$ cat src/rtl/uart_rx_fifo.sv
// UART receive FIFO: captures bytes from a level-handshake receiver
// into a first-word fall-through buffer with fill-level interrupt.
module uart_rx_fifo #(
  parameter int DEPTH  = 16,
  parameter int ADDR_W = $clog2(DEPTH)
) (
  input  logic              clk,
  input  logic              rst,
  input  logic              rx_irq,
  input  logic [7:0]        rx_data,
  output logic              rx_read,
  input  logic              pop,
  input  logic              fifo_clr,
  input  logic              irq_en,
  input  logic [ADDR_W:0]   thresh,
  output logic [7:0]        rd_data,
  output logic [ADDR_W:0]   count,
  output logic              empty,
  output logic              full,
  output logic              overrun,
  output logic              irq
);

  typedef enum logic [1:0] {
    IDLE,
    ACK,
    WAIT_LOW
  } state_t;

  localparam logic [ADDR_W:0]   FULL_CNT = (ADDR_W+1)'(DEPTH);
  localparam logic [ADDR_W:0]   CNT_ONE  = (ADDR_W+1)'(1);
  localparam logic [ADDR_W-1:0] PTR_ONE  = ADDR_W'(1);

  state_t state;
  state_t state_next;

  logic [7:0]        mem [DEPTH];
  logic [ADDR_W-1:0] wr_ptr;
  logic [ADDR_W-1:0] rd_ptr;
  logic [ADDR_W:0]   thr;
  logic              push;
  logic              do_pop;
  logic              read_next;
  logic              ovr_set;

  assign empty   = (count == '0);
  assign full    = (count == FULL_CNT);
  assign rd_data = mem[rd_ptr];
  assign thr     = (thresh == '0) ? CNT_ONE : thresh;
  assign do_pop  = pop && !empty && !fifo_clr;

  // A flush freezes the handshake so no byte is written or acked that cycle.
  always_comb begin
    state_next = state;
    push       = 1'b0;
    read_next  = 1'b0;
    ovr_set    = 1'b0;
    if (!fifo_clr) begin
      unique case (state)
        IDLE: begin
          if (rx_irq) begin
            if (!full) begin
              push       = 1'b1;
              read_next  = 1'b1;
              state_next = ACK;
            end else begin
              ovr_set = 1'b1;
            end
          end
        end
        ACK:      state_next = WAIT_LOW;
        WAIT_LOW: if (!rx_irq) state_next = IDLE;
        default:  state_next = IDLE;
      endcase
    end
  end

  always_ff @(posedge clk) begin
    if (rst) begin
      state   <= IDLE;
      rx_read <= 1'b0;
      wr_ptr  <= '0;
      rd_ptr  <= '0;
      count   <= '0;
      overrun <= 1'b0;
      irq     <= 1'b0;
    end else begin
      state   <= state_next;
      rx_read <= read_next;
      irq     <= irq_en & ((count >= thr) | overrun);
      if (fifo_clr) begin
        wr_ptr  <= '0;
        rd_ptr  <= '0;
        count   <= '0;
        overrun <= 1'b0;
      end else begin
        if (push)   wr_ptr <= wr_ptr + PTR_ONE;
        if (do_pop) rd_ptr <= rd_ptr + PTR_ONE;
        unique case ({push, do_pop})
          2'b10:   count <= count + CNT_ONE;
          2'b01:   count <= count - CNT_ONE;
          default: count <= count;
        endcase
        if (ovr_set) overrun <= 1'b1;
      end
    end
  end

  always_ff @(posedge clk) begin
    if (!rst && push) mem[wr_ptr] <= rx_data;
  end

endmodule

$ cat config.mk
export PLATFORM = sky130hd
export DESIGN_NAME = uart_rx_fifo
export DESIGN_NICKNAME = d
export VERILOG_FILES = /design/src/rtl/uart_rx_fifo.sv
export SDC_FILE = /design/constraint.sdc
export NUM_CORES = 1
export LEC_CHECK = 0
export ABC_AREA = 1
export CELL_PAD_IN_SITES_DETAIL_PLACEMENT = 1
export CELL_PAD_IN_SITES_GLOBAL_PLACEMENT = 1
export CORE_MARGIN = 2
export CORE_UTILIZATION = 48
export DETAILED_ROUTE_END_ITERATION = 12
export HOLD_SLACK_MARGIN = 0.15
export PLACE_DENSITY = 0.76
export SLEW_MARGIN = 20
export SYNTH_ARGS = -nofsm -noshare
export SYNTH_HDL_FRONTEND = slang
export SYNTH_SLANG_ARGS = --single-unit
$ cat constraint.sdc
create_clock -name clk -period 2.3 [get_ports clk]
set_input_delay 0.46 -clock clk [delete_from_list [all_inputs] [get_ports clk]]
set_output_delay 0.46 -clock clk [all_outputs]
set_load 0.005 [all_outputs]
==> reports/qor.yml <==
period_share_pct: 103.7
nets: 720
synth_largest_area_cell: "edfxtp_1"
start_util_pct: 49.55
cts_inserted_buffers: 17
detail-route-antenna-nets: 0
placed_cells: 820
fin_area_um2: 8547
antenna_found_initial: 0
grt_pass1_vias: 5392
synth_commonest_cells: "edfxtp_1 (128), inv_1 (102), nand2_1 (74)"
wl_per_cell_um: 22.86
cp_data_arrival_time_ps: 1920
clockBufferDepth: 2
async_flop_share_pct: 0
final_util_pct: 63.78
seq_area_um2: 4292
viasPerCell: 5.697
holdCritPathClass: "flip-flop to flip-flop"
row_count: 42
drtPass1Iterations: 4
drive_gt1_share_pct: 22.71
tightest_slew_ps: 652.6
p_leak_nw: 3.283
ys_seq_area_share_pct: 64.52
crit_path_start_kind: "flip-flop"
skew_ps: 7.720
ys_ff_latch: 150
core_area_um2: 13400
die_width_um: 121.6
avgSynthCellArea_um2: 11.12
place.gp.congestion: 0.8472
hold_violations: 0
maxCapViolCount: 0
cts_sinks: 150
post-place-ws_ps: -295.7
rsz0062_at_grt: "yes"
port_buffers: 36
ys_warn_count: 0
violations: "negative setup slack"
synth_cells: 597
place_area_um2: 7415
vdd_drop_max_v: 0.0005003
grtUsageTotal_pct: 28.24
hpwl_um: 11330
clkSlewWorstSetupHoldPaths_ps: 60
drt_iter0_markers: 391
cts_root_buffer: "clkbuf_16"
area_growth_pct: 28.72
synth_edf_count: 128
syn_nets: 630
setup_viol: 3
end_kind: "primary output"
cts_htree_levels: 4
fin_cells: 876
clock.fmax_mhz: 419.4
max_slew_margin_pct: 56.35
dieHeight_um: 121.6
wirelength_um: 20030
crit_type: "flip-flop to primary output"
diodes: 0
num_io_pins: 37
drt_drc_violations_left: 0
drv_slew: 0
cp.required_ps: 1840
synth_most_common_cell: "edfxtp_1"
status: "finished with violations"
ys.flop_type: "edfxtp_1"
rrSetupSlack_ps: 210
holdWs_ps: 502.0
power.density_nw_per_um2: 727.0
clk_latency_ps: 430
num-fill-cells: 1371
cts_tree: "yes"
synthDistinctLibCells: 32
grt_max_degree: 33
die-area_um2: 14790
grt_pass1_wl_um: 30390
final.min_clock_period_ps: 2384
via_count: 4991
worstPathMaxFanout: 8
synth_top_area_share_pct: 57.89
multi_input_area_um2: 1972
netlist_area_um2: 6640
grt_overflow: 0
timing.final.ws_setup_ps: -84.19
synth_area_leaders: "edfxtp_1 (58%), dfxtp_1 (6.6%), inv_1 (5.8%), nand3_1 (4.3%), nand2_1 (4.2%)"
-- per-layer routing --
metal	up-vias	track usage [%]	wire length, µm
li1	2251	-	-
met1	2531	32.65	7646
met2	164	52.88	10940
met3	45	4.728	963
met4	0	9.626	476
met5	-	0	0
-- cell usage in the layout (no fill, tap or decap), types with 6 or more instances in the layout --
| cell | instances |
|---|---|
| nor2_1 | 22 |
| inv_1 | 101 |
| dfxtp_1 | 18 |
| edfxtp_1 | 128 |
| ha_1 | 13 |
| clkbuf_16 | 21 |
| o211ai_2 | 10 |
| o21ai_0 | 19 |
| nand3_2 | 15 |
| nand3_1 | 44 |
| nand2_2 | 7 |
| a21oi_2 | 10 |
| clkbuf_2 | 6 |
| buf_4 | 38 |
| clkdlybuf4s50_1 | 28 |
| a21oi_1 | 37 |
| o21ai_1 | 18 |
| nand2_1 | 68 |
| buf_12 | 7 |
| o211ai_1 | 23 |
-- sequential cells by signal (all words and copies together) (netlist names), named ones only --
| register | count |
|---|---|
| count | 5 |
| rx_read | 1 |
| irq | 1 |
| state | 2 |
| wr_ptr | 4 |
| mem | 128 |
| rd_ptr | 4 |
| overrun | 1 |
-- final timing paths --
| kind | startpoint | end | depth (start not counted) |
|---|---|---|---|
| max | flip-flop | rd_data[5] | 7 |
| min | overrun$_SDFFE_PP0P_ | overrun$_SDFFE_PP0P_ | 2 |
| max reg2reg | count[4]$_SDFFE_PP0P_ | count[4]$_SDFFE_PP0P_ | 17 |
| min reg2reg | overrun$_SDFFE_PP0P_ | overrun$_SDFFE_PP0P_ | 2 |
-- critical path, cell delays in order, from the launching register on --
cell and delay [ps]:
dfxtp_4 400, buf_12 170, clkbuf_16 150, o211ai_1 250, nand3_1 190, nand3_2 110
nand2_2 90, clkbuf_2 130
-- cell families after synthesis --
kind of cell	Yosys count	share of synthesized area (%)
XOR/XNOR	6	0.7914
AND/OR/NAND/NOR	171	12.27
AO/OA/AOI/OAI	125	11.57
flip-flops	150	64.52
buffers and inverters	131	8.216
adder cells (fa/ha/maj)	14	2.638
-- metrics by stage --
stage	power, mW	setup TNS [ps]
final	6.214	-151.8
after global routing	6.385	-433.6
after global placement	3.332	-698.3
after detailed placement	3.352	-2744
after floorplan	3.180	0
after CTS	6.191	-615.2
-- layout make-up --
type,count,share of cell area (%)
flip-flops and latches,150,50.21
well taps,176,2.576
repair buffers,97,12.52
inverters,105,4.655
clock inverters,12,1.859
multi-input cells,316,23.07
clock buffers,20,5.109
-- timing repair --
item / 4_1_cts / 5_1_grt
endpoints found under the setup margin: 8 / 10
pin swaps: 31 / 27
cloned: 6 / 4
buffers inserted: 11 / 4
resized for setup: 60 / 42
hold buffers: 0 / 0
-- power by group --
part	leakage (nW)	total [mW]	switching (mW)	internal, mW
Clock	0.292	2.86	1.07	1.79
Sequential	1.33	2.98	0.0146	2.97
Combinational	1.66	0.370	0.208	0.162
(Power assumes the default switching activity.)
